### src/rtl/my_pe_ctrl_if.sv
// my_pe_ctrl_if: bundles the host-side streams and the PE-side bus of my_pe_ctrl.
//
// Parameters:
//   SIZE        data width of A, B and the result
//   L_RAM_SIZE  PE RAM address width
//
// Modports:
//   master  the controller (drives ready/result/status and every PE input)
//   slave   the environment (host streams plus the PE instance)
//
// Signals:
//   start, b_data/b_valid/b_ready, a_data/a_valid/a_ready   host side
//   res_data/res_valid, busy, err                           result/status
//   pe_aresetn, pe_din, pe_addr, pe_we, pe_ain, pe_valid    to PE
//   pe_dvalid, pe_dout                                      from PE
interface my_pe_ctrl_if #(
    parameter int unsigned SIZE       = 8,
    parameter int unsigned L_RAM_SIZE = 3
);
    logic                  start;
    logic [SIZE-1:0]       b_data;
    logic                  b_valid;
    logic                  b_ready;
    logic [SIZE-1:0]       a_data;
    logic                  a_valid;
    logic                  a_ready;
    logic [SIZE-1:0]       res_data;
    logic                  res_valid;
    logic                  busy;
    logic                  err;
    logic                  pe_aresetn;
    logic [SIZE-1:0]       pe_din;
    logic [L_RAM_SIZE-1:0] pe_addr;
    logic                  pe_we;
    logic [SIZE-1:0]       pe_ain;
    logic                  pe_valid;
    logic                  pe_dvalid;
    logic [SIZE-1:0]       pe_dout;

    modport master (
        input  start, b_data, b_valid, a_data, a_valid, pe_dvalid, pe_dout,
        output b_ready, a_ready, res_data, res_valid, busy, err,
               pe_aresetn, pe_din, pe_addr, pe_we, pe_ain, pe_valid
    );

    modport slave (
        output start, b_data, b_valid, a_data, a_valid, pe_dvalid, pe_dout,
        input  b_ready, a_ready, res_data, res_valid, busy, err,
               pe_aresetn, pe_din, pe_addr, pe_we, pe_ain, pe_valid
    );
endinterface

### src/rtl/my_pe_ctrl.sv
// my_pe_ctrl: initiator-side sequencer for a PE with local RAM and a MAC datapath.
// Loads vector B into the PE RAM, then streams vector A one element at a time
// through the PE valid/dvalid handshake and returns the final dot product.
//
// Ports:
//   aclk    clock
//   areset  synchronous active-high reset
//   bus     my_pe_ctrl_if.master (host streams, result/status, PE bus)
//
// Optional feature: define PE_CTRL_TIMEOUT_EN to enable a pe_dvalid watchdog of
// TIMEOUT_CYC cycles that sets the sticky err flag and ends the job with
// res_data = 0. Without it, err is tied 0 and WAIT waits indefinitely.
module my_pe_ctrl #(
    parameter int unsigned SIZE        = 8,
    parameter int unsigned L_RAM_SIZE  = 3,
    parameter int unsigned TIMEOUT_CYC = 64
) (
    input  logic         aclk,
    input  logic         areset,
    my_pe_ctrl_if.master bus
);
    localparam logic [2:0] S_IDLE    = 3'd0;
    localparam logic [2:0] S_CLR     = 3'd1;
    localparam logic [2:0] S_LOAD    = 3'd2;
    localparam logic [2:0] S_FETCH_A = 3'd3;
    localparam logic [2:0] S_RD      = 3'd4;
    localparam logic [2:0] S_ISSUE   = 3'd5;
    localparam logic [2:0] S_WAIT    = 3'd6;
    localparam logic [2:0] S_DONE    = 3'd7;

    localparam logic [L_RAM_SIZE-1:0] K_LAST = {L_RAM_SIZE{1'b1}};

    logic [2:0]            state_q, state_d;
    logic [L_RAM_SIZE-1:0] k_q, k_d;
    logic [L_RAM_SIZE-1:0] pe_addr_q, pe_addr_d;
    logic [SIZE-1:0]       pe_din_q, pe_din_d;
    logic [SIZE-1:0]       pe_ain_q, pe_ain_d;
    logic [SIZE-1:0]       res_data_q, res_data_d;
    logic                  pe_aresetn_q, pe_aresetn_d;
    logic                  pe_we_q, pe_we_d;
    logic                  pe_valid_q, pe_valid_d;
    logic                  b_ready_q, b_ready_d;
    logic                  a_ready_q, a_ready_d;
    logic                  res_valid_q, res_valid_d;
    logic                  busy_q, busy_d;

`ifdef PE_CTRL_TIMEOUT_EN
    localparam int unsigned TMO_W = (TIMEOUT_CYC > 2) ? $clog2(TIMEOUT_CYC) : 1;
    // ISSUE occupies one cycle and DONE follows the last WAIT cycle, so WAIT
    // lasts TIMEOUT_CYC-1 cycles and DONE lands TIMEOUT_CYC cycles after ISSUE.
    localparam logic [TMO_W-1:0] TMO_LAST = TMO_W'(TIMEOUT_CYC - 2);
    logic [TMO_W-1:0] tmo_q, tmo_d;
    logic             err_q, err_d;
`else
    logic unused_tmo_cfg;
    assign unused_tmo_cfg = ^TIMEOUT_CYC;
`endif

    always_comb begin
        state_d     = state_q;
        k_d         = k_q;
        pe_addr_d   = pe_addr_q;
        pe_din_d    = pe_din_q;
        pe_ain_d    = pe_ain_q;
        res_data_d  = res_data_q;
        b_ready_d   = b_ready_q;
        a_ready_d   = a_ready_q;
        pe_we_d     = 1'b0;
        pe_valid_d  = 1'b0;
        res_valid_d = 1'b0;
`ifdef PE_CTRL_TIMEOUT_EN
        tmo_d       = tmo_q;
        err_d       = err_q;
`endif
        case (state_q)
            S_IDLE: begin
                if (bus.start) begin
                    state_d = S_CLR;
`ifdef PE_CTRL_TIMEOUT_EN
                    err_d   = 1'b0;
`endif
                end
            end
            S_CLR: begin
                k_d       = '0;
                b_ready_d = 1'b1;
                state_d   = S_LOAD;
            end
            S_LOAD: begin
                // b_ready low inside LOAD means the last write is on the bus now.
                if (!b_ready_q) begin
                    a_ready_d = 1'b1;
                    state_d   = S_FETCH_A;
                end else if (bus.b_valid) begin
                    pe_we_d   = 1'b1;
                    pe_addr_d = k_q;
                    pe_din_d  = bus.b_data;
                    k_d       = k_q + 1'b1;
                    if (k_q == K_LAST) begin
                        b_ready_d = 1'b0;
                    end
                end
            end
            S_FETCH_A: begin
                if (bus.a_valid && a_ready_q) begin
                    pe_ain_d  = bus.a_data;
                    pe_addr_d = k_q;
                    a_ready_d = 1'b0;
                    state_d   = S_RD;
                end
            end
            S_RD: begin
                pe_valid_d = 1'b1;
                state_d    = S_ISSUE;
            end
            S_ISSUE: begin
                state_d = S_WAIT;
`ifdef PE_CTRL_TIMEOUT_EN
                tmo_d   = '0;
`endif
            end
            S_WAIT: begin
                if (bus.pe_dvalid) begin
                    if (k_q == K_LAST) begin
                        res_data_d  = bus.pe_dout;
                        res_valid_d = 1'b1;
                        k_d         = '0;
                        state_d     = S_DONE;
                    end else begin
                        k_d       = k_q + 1'b1;
                        a_ready_d = 1'b1;
                        state_d   = S_FETCH_A;
                    end
                end
`ifdef PE_CTRL_TIMEOUT_EN
                else if (tmo_q == TMO_LAST) begin
                    err_d       = 1'b1;
                    res_data_d  = '0;
                    res_valid_d = 1'b1;
                    k_d         = '0;
                    state_d     = S_DONE;
                end else begin
                    tmo_d = tmo_q + 1'b1;
                end
`endif
            end
            S_DONE: begin
                state_d = S_IDLE;
            end
            default: begin
                state_d = S_IDLE;
            end
        endcase
        pe_aresetn_d = (state_d != S_CLR);
        busy_d       = (state_d != S_IDLE);
    end

    always_ff @(posedge aclk) begin
        if (areset) begin
            state_q      <= S_IDLE;
            k_q          <= '0;
            pe_addr_q    <= '0;
            pe_din_q     <= '0;
            pe_ain_q     <= '0;
            res_data_q   <= '0;
            pe_aresetn_q <= 1'b0;
            pe_we_q      <= 1'b0;
            pe_valid_q   <= 1'b0;
            b_ready_q    <= 1'b0;
            a_ready_q    <= 1'b0;
            res_valid_q  <= 1'b0;
            busy_q       <= 1'b0;
`ifdef PE_CTRL_TIMEOUT_EN
            tmo_q        <= '0;
            err_q        <= 1'b0;
`endif
        end else begin
            state_q      <= state_d;
            k_q          <= k_d;
            pe_addr_q    <= pe_addr_d;
            pe_din_q     <= pe_din_d;
            pe_ain_q     <= pe_ain_d;
            res_data_q   <= res_data_d;
            pe_aresetn_q <= pe_aresetn_d;
            pe_we_q      <= pe_we_d;
            pe_valid_q   <= pe_valid_d;
            b_ready_q    <= b_ready_d;
            a_ready_q    <= a_ready_d;
            res_valid_q  <= res_valid_d;
            busy_q       <= busy_d;
`ifdef PE_CTRL_TIMEOUT_EN
            tmo_q        <= tmo_d;
            err_q        <= err_d;
`endif
        end
    end

    assign bus.b_ready    = b_ready_q;
    assign bus.a_ready    = a_ready_q;
    assign bus.res_data   = res_data_q;
    assign bus.res_valid  = res_valid_q;
    assign bus.busy       = busy_q;
    assign bus.pe_aresetn = pe_aresetn_q;
    assign bus.pe_din     = pe_din_q;
    assign bus.pe_addr    = pe_addr_q;
    assign bus.pe_we      = pe_we_q;
    assign bus.pe_ain     = pe_ain_q;
    assign bus.pe_valid   = pe_valid_q;
`ifdef PE_CTRL_TIMEOUT_EN
    assign bus.err        = err_q;
`else
    assign bus.err        = 1'b0;
`endif
endmodule

### src/flat_wrapper.sv
// flat-port wrapper written by rule: the top's interface ports become plain ports
module my_pe_ctrl_flat 
#(
    parameter int unsigned SIZE        = 8,
    parameter int unsigned L_RAM_SIZE  = 3,
    parameter int unsigned TIMEOUT_CYC = 64
)
  (aclk, areset, bus_start, bus_b_data, bus_b_valid, bus_a_data, bus_a_valid, bus_pe_dvalid, bus_pe_dout, bus_b_ready, bus_a_ready, bus_res_data, bus_res_valid, bus_busy, bus_err, bus_pe_aresetn, bus_pe_din, bus_pe_addr, bus_pe_we, bus_pe_ain, bus_pe_valid);
  my_pe_ctrl_if #(.SIZE(SIZE), .L_RAM_SIZE(L_RAM_SIZE)) bus_i ();
  input  logic aclk;
  input  logic areset;
  input wire logic [$bits(bus_i.start)-1:0] bus_start;
  input wire logic [$bits(bus_i.b_data)-1:0] bus_b_data;
  input wire logic [$bits(bus_i.b_valid)-1:0] bus_b_valid;
  input wire logic [$bits(bus_i.a_data)-1:0] bus_a_data;
  input wire logic [$bits(bus_i.a_valid)-1:0] bus_a_valid;
  input wire logic [$bits(bus_i.pe_dvalid)-1:0] bus_pe_dvalid;
  input wire logic [$bits(bus_i.pe_dout)-1:0] bus_pe_dout;
  output wire logic [$bits(bus_i.b_ready)-1:0] bus_b_ready;
  output wire logic [$bits(bus_i.a_ready)-1:0] bus_a_ready;
  output wire logic [$bits(bus_i.res_data)-1:0] bus_res_data;
  output wire logic [$bits(bus_i.res_valid)-1:0] bus_res_valid;
  output wire logic [$bits(bus_i.busy)-1:0] bus_busy;
  output wire logic [$bits(bus_i.err)-1:0] bus_err;
  output wire logic [$bits(bus_i.pe_aresetn)-1:0] bus_pe_aresetn;
  output wire logic [$bits(bus_i.pe_din)-1:0] bus_pe_din;
  output wire logic [$bits(bus_i.pe_addr)-1:0] bus_pe_addr;
  output wire logic [$bits(bus_i.pe_we)-1:0] bus_pe_we;
  output wire logic [$bits(bus_i.pe_ain)-1:0] bus_pe_ain;
  output wire logic [$bits(bus_i.pe_valid)-1:0] bus_pe_valid;
  assign bus_i.start = bus_start;
  assign bus_i.b_data = bus_b_data;
  assign bus_i.b_valid = bus_b_valid;
  assign bus_i.a_data = bus_a_data;
  assign bus_i.a_valid = bus_a_valid;
  assign bus_i.pe_dvalid = bus_pe_dvalid;
  assign bus_i.pe_dout = bus_pe_dout;
  assign bus_b_ready = bus_i.b_ready;
  assign bus_a_ready = bus_i.a_ready;
  assign bus_res_data = bus_i.res_data;
  assign bus_res_valid = bus_i.res_valid;
  assign bus_busy = bus_i.busy;
  assign bus_err = bus_i.err;
  assign bus_pe_aresetn = bus_i.pe_aresetn;
  assign bus_pe_din = bus_i.pe_din;
  assign bus_pe_addr = bus_i.pe_addr;
  assign bus_pe_we = bus_i.pe_we;
  assign bus_pe_ain = bus_i.pe_ain;
  assign bus_pe_valid = bus_i.pe_valid;
  my_pe_ctrl #(.SIZE(SIZE), .L_RAM_SIZE(L_RAM_SIZE), .TIMEOUT_CYC(TIMEOUT_CYC)) u_core (.aclk(aclk), .areset(areset), .bus(bus_i));
endmodule
### config.mk
export PLATFORM = sky130hd
export DESIGN_NAME = my_pe_ctrl_flat
export DESIGN_NICKNAME = d
export VERILOG_FILES = /design/src/rtl/my_pe_ctrl_if.sv /design/src/rtl/my_pe_ctrl.sv /design/src/flat_wrapper.sv
export SDC_FILE = /design/constraint.sdc
export NUM_CORES = 1
export LEC_CHECK = 0
export BUFFER_PORTS_ARGS = -buffer_cell sky130_fd_sc_hd__buf_4
export CAP_MARGIN = 15
export CORE_ASPECT_RATIO = 1.75
export CORE_MARGIN = 2
export CORE_UTILIZATION = 47
export DETAILED_ROUTE_END_ITERATION = 16
export GPL_TIMING_DRIVEN = 0
export PLACE_DENSITY = 0.79
export SKIP_LAST_GASP = 1
export SYNTH_ARGS = -nofsm -noshare
export SYNTH_HDL_FRONTEND = slang
export SYNTH_SLANG_ARGS = --single-unit
### constraint.sdc
create_clock -name aclk -period 1.9 [get_ports aclk]
set_clock_uncertainty 0.2 [all_clocks]
set_input_delay 0.19 -clock aclk [delete_from_list [all_inputs] [get_ports aclk]]
set_output_delay 0.19 -clock aclk [all_outputs]
set_load 0.02 [all_outputs]
* Word level (Yosys, flattened, before mapping)
Cells that the tools add are included.
Storage, ports and cells: register bits 40, latch bits 0, memory bits (writable) 0, ROM bits 0, input bits 30, logic and storage cells 75, memories 0
Cells by class: add/sub/neg operators 1, multipliers 0, divide/modulo/power cells 0, $lt $le $gt $ge 0, equal/unequal tests 15, shifts and indexed selects 0, mux-type cells 27, bitwise logic cells 4, reduce and logical (&&, ||, !) cells 15
Operator list (count):
- $mux W3 | 12
- $pmux W3 S8 | 1
- $eq A3 B3 Y1 const B | 5
- $mux W1 | 10
- $pmux W3 S3 | 1
- $reduce_bool A3 Y1 | 3
- $ne A2 B2 Y1 const B | 4
- $reduce_and A4 Y1 | 2
- $eq A3 B2 Y1 const B | 2
- $pmux W3 S2 | 1
- $reduce_and A3 Y1 | 2
- $reduce_or A3 Y1 | 2
- $reduce_and A5 Y1 | 1
- $ne A2 B1 Y1 const B | 2
- $not A1 Y1 | 4
- $reduce_bool A2 Y1 | 2
- $add A3 B1 Y3 const B | 1
- $eq A3 B1 Y1 const B | 1
- $logic_not A3 Y1 | 1
- $ne A3 B1 Y1 const B | 1
- $pmux W1 S3 | 1
- $pmux W1 S2 | 1
- $reduce_and A2 Y1 | 1
- $logic_and A1 B1 Y1 | 1

* Depth between registers and ports, before layout
Gate-level depths: netlist of run 1.
depth after elaboration 5, gate-level depth with buffers 7

* Least setup slack after synthesis of run 1
OpenSTA, ideal clock, no wires.
kind register to register, start point reg u_core.k_q[0], end point reg u_core.res_data_q[0] (netlist: u_core.bus.res_data[0]), library setup time 128 ps, arrival time 1293 ps, required time 1572 ps, path slack 279 ps, cell stages (with the launch flop) 8, cells stage by stage dfxtp_1 ha_1 ha_1 nand3_1 or2_1 buf_4 mux2i_1 nor2_1
Between the ends: word-level cells in the longest chain between the ends 2
RTL lines:
- from (decl) | line my_pe_ctrl.sv:34 | logic [L_RAM_SIZE-1:0] k_q, k_d;
- from (signal assigned) | line my_pe_ctrl.sv:179 | k_q <= k_d;
- $eq A3 B3 Y1 | line my_pe_ctrl.sv:124 | if (k_q == K_LAST) begin
- $reduce_and A3 Y1 (no line)
- to (signal assigned) | line my_pe_ctrl.sv:183 | res_data_q <= res_data_d;
- to (decl) | line my_pe_ctrl.sv:38 | logic [SIZE-1:0] res_data_q, res_data_d;
No other way between the ends. A chain may end at the register's enable or synchronous reset.

* Worst setup path in the final report of run 1
start point reg u_core.k_q[1], end point reg u_core.res_data_q[1] (netlist: u_core.bus.res_data[1])
The elaborated chain is that of the path after synthesis.

==> results of run 1 <==
## placed cells by master (no fill, tap or decap), types with 2 or more instances in the layout
master / synthesis / layout
nand2_1: 19 / 19
nand2b_1: 2 / 2
nor2_1: 26 / 26
inv_1: 2 / 2
clkbuf_1: 7 / 7
a21oi_1: 18 / 18
o21a_1: 2 / 2
clkbuf_8: 0 / 7
o211ai_1: 2 / 2
buf_2: 2 / 2
dlygate4sd3_1: 0 / 25
nor2b_1: 4 / 4
nor3_1: 3 / 3
o21ai_0: 2 / 2
dfxtp_1: 40 / 39
nand3_1: 7 / 7
mux2i_1: 19 / 19
buf_4: 2 / 64
## through the flow
step	setup TNS [ps]	power [W]	setup slack [ps]	util, %
final	0	0.001914	95.97	77.86
after global routing	-12.36	0.001970	-12.36	77.86
after floorplan	0	0.001023	279.3	-
after global placement	0	0.001117	153.2	65.88
after CTS	0	0.001912	76.52	77.74
after detailed placement	0	0.001120	100.3	65.88
## area by class of cell
| type | instances | area [sq um] |
|---|---|---|
| Sequential cell | 40 | 802.0 |
| Multi-Input combinational cell | 120 | 715.7 |
| Timing Repair Buffer | 87 | 715.7 |
| Fill cell | 236 | 703.2 |
| Clock buffer | 7 | 96.34 |
| Tap cell | 43 | 53.80 |
| Buffer | 11 | 51.30 |
| Clock inverter | 1 | 30.03 |
| Inverter | 2 | 7.507 |
## path summary, 6_finish.rpt
| check | startpoint | to | cells after the start | slack, ps |
|---|---|---|---|---|
| worst min-delay path | bus_b_valid | u_core.bus.b_ready | 4 | 70 |
| worst max register to register | u_core.k_q[1] | u_core.bus.res_data[1] | 7 | 100 |
| worst min register to register | u_core.bus.pe_din[4] | u_core.bus.pe_din[4] | 2 | 260 |
| worst max-delay path | u_core.k_q[1] | u_core.bus.res_data[1] | 7 | 100 |
## logic make-up after synthesis
logic type,after synthesis
and+or+nand+nor,69
DFF,40
AOI/OAI and AO/OA,29
muxes,19
buffers and inverters,13
adders and majority gates,2
other,1
## flip-flops by register name (all words and copies together), names as in the netlist
signal                 flops
u_core.bus.pe_ain          8
u_core.bus.pe_din          8
u_core.bus.res_data        8
u_core.bus.pe_addr         3
u_core.k_q                 3
u_core.state_q             3
u_core.bus.a_ready         1
u_core.bus.b_ready         1
u_core.bus.busy            1
u_core.bus.pe_aresetn      1
u_core.bus.pe_valid        1
u_core.bus.pe_we           1
u_core.bus.res_valid       1
## repair_timing
item                                   in CTS  in global routing
resized for setup                           0                  2
hold buffers                               25                  0
setup endpoints to repair                   0                  6
endpoints found under the hold margin      25                  0
## power by group through the flow
| stage | clock network [W] | registers, W | logic, W |
|---|---|---|---|
| after floorplan | 0 | 0.000915 | 0.000108 |
| after global placement | 0 | 0.000902 | 0.000214 |
| after detailed placement | 0 | 0.000903 | 0.000217 |
| after CTS | 0.000769 | 0.000883 | 0.000260 |
| after global routing | 0.000794 | 0.000887 | 0.000288 |
| final | 0.000768 | 0.000883 | 0.000263 |
## metal layers
metal	part of all wire [%]	global-route usage (%)
met5	0	0
met3	4.4	6.292
met2	56	45.73
met4	1.7	10.00
met1	38	25.91
## critical path: stages (launching register included)
cell,delay [ps]
dfxtp_1,370
ha_1,180
ha_2,210
nand3_1,80
or2_1,230
buf_4,190
mux2i_1,180
nor2_1,50
==> impl_metrics.toml, run 1 <==
[critical_path]
end_kind = "register"
critPathLaunchType = "register"
worstPathArrival_ps = 1780
cp_data_required_time_ps = 1870
path_class = "reg2reg"
cp_max_fo = 9

[timing]
min_period_ps = 1804
hold_violations = 0
slew_violations = 0
min_period_over_period_pct = 94.95
holdWs_ps = 73.37
worst_pin_slew_ps = 518.2
setup_viol = 0
slew-limit-headroom_pct = 65.45
fmax_ghz = 0.5543

[worst_hold_path]
min_path_type = "in2reg"

[global_routing]
first_global_vias = 1591
grt_max_degree = 13
track_usage_pct = 25.41
grt_overflow = 0
antenna_found_initial = 0
grt_pass1_wl_mm = 6.989

[floorplanning]
die_h_um = 80.53
rows = 27
die_w_um = 47.73
core_area_sq_um = 3176
io_pins = 65
die-area_sq_um = 3843
initial_core_util_pct = 49.53

[synth]
syn_area_sq_um = 1573
synth_warnings = 0
synth_edf_count = 0
synth-xor-area-share_pct = 0
syn_inst = 173
yosysUniqueCellTypes = 31
synthTopCellsByArea = "dfxtp_1 51%, mux2i_1 12%, nor2_1 6.2%"
ys_top_cells_by_count = "40 x dfxtp_1, 26 x nor2_1, 19 x mux2i_1, 19 x nand2_1, 18 x a21oi_1"
yosys.cell_count.top_type = "dfxtp_1"
ys_seq_area_share_pct = 50.91
async_reset_ff_share_pct = 0
synth_compound_area_share_pct = 11.06
synth_ff_type = "dfxtp_1"
synth_top_family_by_area = "simple AND/OR/NAND/NOR gates"
muxShareOfSynthArea_pct = 12.09
ys_ff_latch = 40
syn_avg_cell_area_sq_um = 9.091
synth_nets = 205
synthSimpleGateAreaFrac_pct = 20.37
yosys.area.top_type = "dfxtp_1"
synthAdderAreaFrac_pct = 1.591
synth.top_cell.area_share_pct = 50.91

[detailed_routing]
via_per_inst = 4.990
firstDrtPassIters = 4
drtIter0Drc = 19
routed-via-count = 1552
drt_wl_total_mm = 4.387
wl_per_cell_um = 14.11
ant_nets = 0
drc = 0

[pwr]
p_per_area_nw_per_um2 = 774.3
vdd_drop_max_uv = 732.9
p_comb_share_pct = 13.7
p_sw_share_pct = 23.85
p_clk_share_pct = 40.1
power.leakage_nw = 1.081
p_int_w = 0.001458
power_frac_seq_pct = 46.1
p_sw_w = 0.0004565

[layout]
final_net_count = 299
instances_no_fill = 311
n_antenna_cell = 0
area_growth_pct = 57.20
drive_gt1_share_pct = 29.10
final_cell_area_sq_um = 2472

[clock_tree]
clockBufferDepth = 2
numCtsBuffers = 5
cts-root-buf = "clkbuf_8"
cts.htree.levels = 2
clk_latency_ps = 290
cts_sinks = 40
cts_tree = "done"
cts_setup_buffers = 0
clkSlewWorstSetupHoldPaths_ps = 80

[placed_design]
gp_congestion = 0.7882
post_dp_cell_area_sq_um = 2092
hpwl_mm = 2.866
placed_cells = 278
portBuffers = 62

[job]
cap_violations = 0

[run_status]
outcome = "finished clean"
No activity file was read; power rests on OpenSTA's default activity.
==> inputs of run 2 (changes only) <==
- BUFFER_PORTS_ARGS: -buffer_cell sky130_fd_sc_hd__buf_4 -> default
- CORE_UTILIZATION: 47 -> 57
- DONT_BUFFER_PORTS: default -> 1
- GPL_TIMING_DRIVEN: 0 -> 1
- PLACE_DENSITY: 0.79 -> 0.73
==> impl_metrics.toml, run 2 (same netlist as run 1, synthesis figures left out) <==
[timing]
slew_violations = 0
tns_ps = 0
min_period_ps = 1829
hold_violations = 36
fmax_ghz = 0.5467
setup_slack_ps = 70.92
rsz0062_at_grt = "true"
min_period_over_period_pct = 96.27
holdWs_ps = -244.0
setup_viol = 0

[floorplanning]
die-area_sq_um = 3212
core_area_sq_um = 2659
rows = 25
die_h_um = 73.49
io_pins = 65
initial_core_util_pct = 59.15
die_w_um = 43.71

[clock_tree]
cts.htree.levels = 2
cts_sinks = 40
cts-root-buf = "clkbuf_8"
cts_hold_buf = 4
numCtsBuffers = 5
clk_latency_ps = 300
clkSlewWorstSetupHoldPaths_ps = 80
cts_tree = "done"
clockBufferDepth = 2

[detailed_routing]
wl_per_cell_um = 15.32
routed-wl-met2_mm = 1.685
routed.top_layer = "met4"
drt-met1-wl_mm = 1.172
via_per_inst = 5.909
ant_nets = 0
drc = 0
routed-via-count = 1229
wl_met3_um = 280
drtIter0Drc = 38
drt_wl_total_mm = 3.187
firstDrtPassIters = 5

[pwr]
power.leakage_nw = 0.6825
vdd_drop_max_uv = 736.7
p_per_area_nw_per_um2 = 982.4

[critical_path]
critPathTopFamily = "simple AND/OR/NAND/NOR gates"
ff2ff_setup_slack_ps = 70
cp_num_buf_inv = 0
worst_r2r_endpoint = "u_core.bus.res_data[3]"
max_stage_delay_ps = 410
r2r_cells = 6
cp_data_required_time_ps = 1890
cp_max_fo = 9
end_kind = "register"
reg2reg_from = "u_core.k_q[0]"
worstPathArrival_ps = 1820
critPathLaunchType = "register"
path_class = "reg2reg"
path_cells = "ha_1 -> ha_1 -> nand3_1 -> or2_2 -> mux2i_1 -> nor2_1"
cpMostUsedCell = "ha_1"
cp_slowest_cell = "or2_2"

[layout]
instances_no_fill = 208
layout_commonest_cell = "dfxtp_1"
area_growth_pct = 12.33
n_antenna_cell = 0
final_net_count = 212
final_cell_mix = "39 x dfxtp_1, 26 x nor2_1, 19 x nand2_1, 19 x mux2i_1, 18 x a21oi_1"
drive_gt1_share_pct = 11.05

[global_routing]
grt_max_degree = 41
first_global_vias = 1178
grt_overflow = 0
grt_pass1_wl_mm = 4.830
track_usage_pct = 20.36
antenna_found_initial = 0

[run_status]
outcome = "complete, but fails checks"
violations = "hold timing"

[worst_hold_path]
hold_start = "areset"
min_path_type = "in2reg"
holdPathEnd = "u_core.k_q[0]"
hold_depth = 1

[placed_design]
hpwl_mm = 2.209
placed_cells = 196
gp_congestion = 0.7799
dp_slack_ps = 16.76
portBuffers = 0

[job]
cap_violations = 0
==> run 2: cell count changes in the layout (fill, tap and decap cells not counted), sizes merged <==
cell,delta
buf,-59
dlygate4sd3,-21
clkinvlp,+1
clkbuf,-9
clkinv,+1
==> run 2: routing by layer <==
metal	track usage, %	vias up
met5	0	-
met4	11.11	0
met3	8.354	5
met2	34.97	63
met1	20.06	565
li1	-	596
==> run 2: layout make-up <==
type | count | area (sq um)
clock buffer | 5 | 68.82
clock inverter | 3 | 42.54
fill | 216 | 892.1
inverter | 2 | 7.507
multi-input combinational | 120 | 719.4
sequential | 40 | 802.0
tap | 27 | 33.78
timing repair buffer | 11 | 92.59
==> run 2: how the worst max path moves through the flow <==
stage / end / from / cells past startpoint
after global routing: u_core.bus.res_data[3] / u_core.k_q[0] / 6
after global placement: u_core.bus.res_data[2] / u_core.k_q[0] / 6
after floorplan: u_core.bus.res_data[0] / u_core.k_q[0] / 7
final: u_core.bus.res_data[3] / u_core.k_q[0] / 6
after detailed placement: u_core.bus.res_data[3] / u_core.k_q[0] / 6
after CTS: u_core.bus.res_data[3] / u_core.k_q[0] / 6
==> run 2: worst reg2reg max path, delay by kind of cell (launching register included) <==
kind | cells | cell delay [ps]
AND/OR/NAND/NOR | 3 | 560
flip-flops | 1 | 380
adder cells (fa/ha/maj) | 2 | 390
multiplexers | 1 | 200
==> run 2: report_power, final <==
part	switching, W	internal [W]	total, W
Combinational	0.0000772	0.0000699	0.000147
Sequential	0.0000420	0.000861	0.000903
Clock	0.000297	0.000388	0.000686
==> run 2: repair_timing <==
action / 4_1_cts / 5_1_grt
hold endpoints to repair: 40 / 36
endpoints found under the setup margin: 0 / 28
gates resized for setup: 0 / 3
buffers inserted: 0 / 0
==> run 2: stage by stage <==
step           util, %  power [W]  cell area [sq um]
2_1_floorplan        -   0.001023               1573
3_3_place_gp     60.47   0.001046               1608
3_5_place_dp     60.47   0.001053               1608
4_1_cts          66.16   0.001749               1759
5_1_grt          66.45   0.001793               1767
6_report         66.45   0.001736               1767
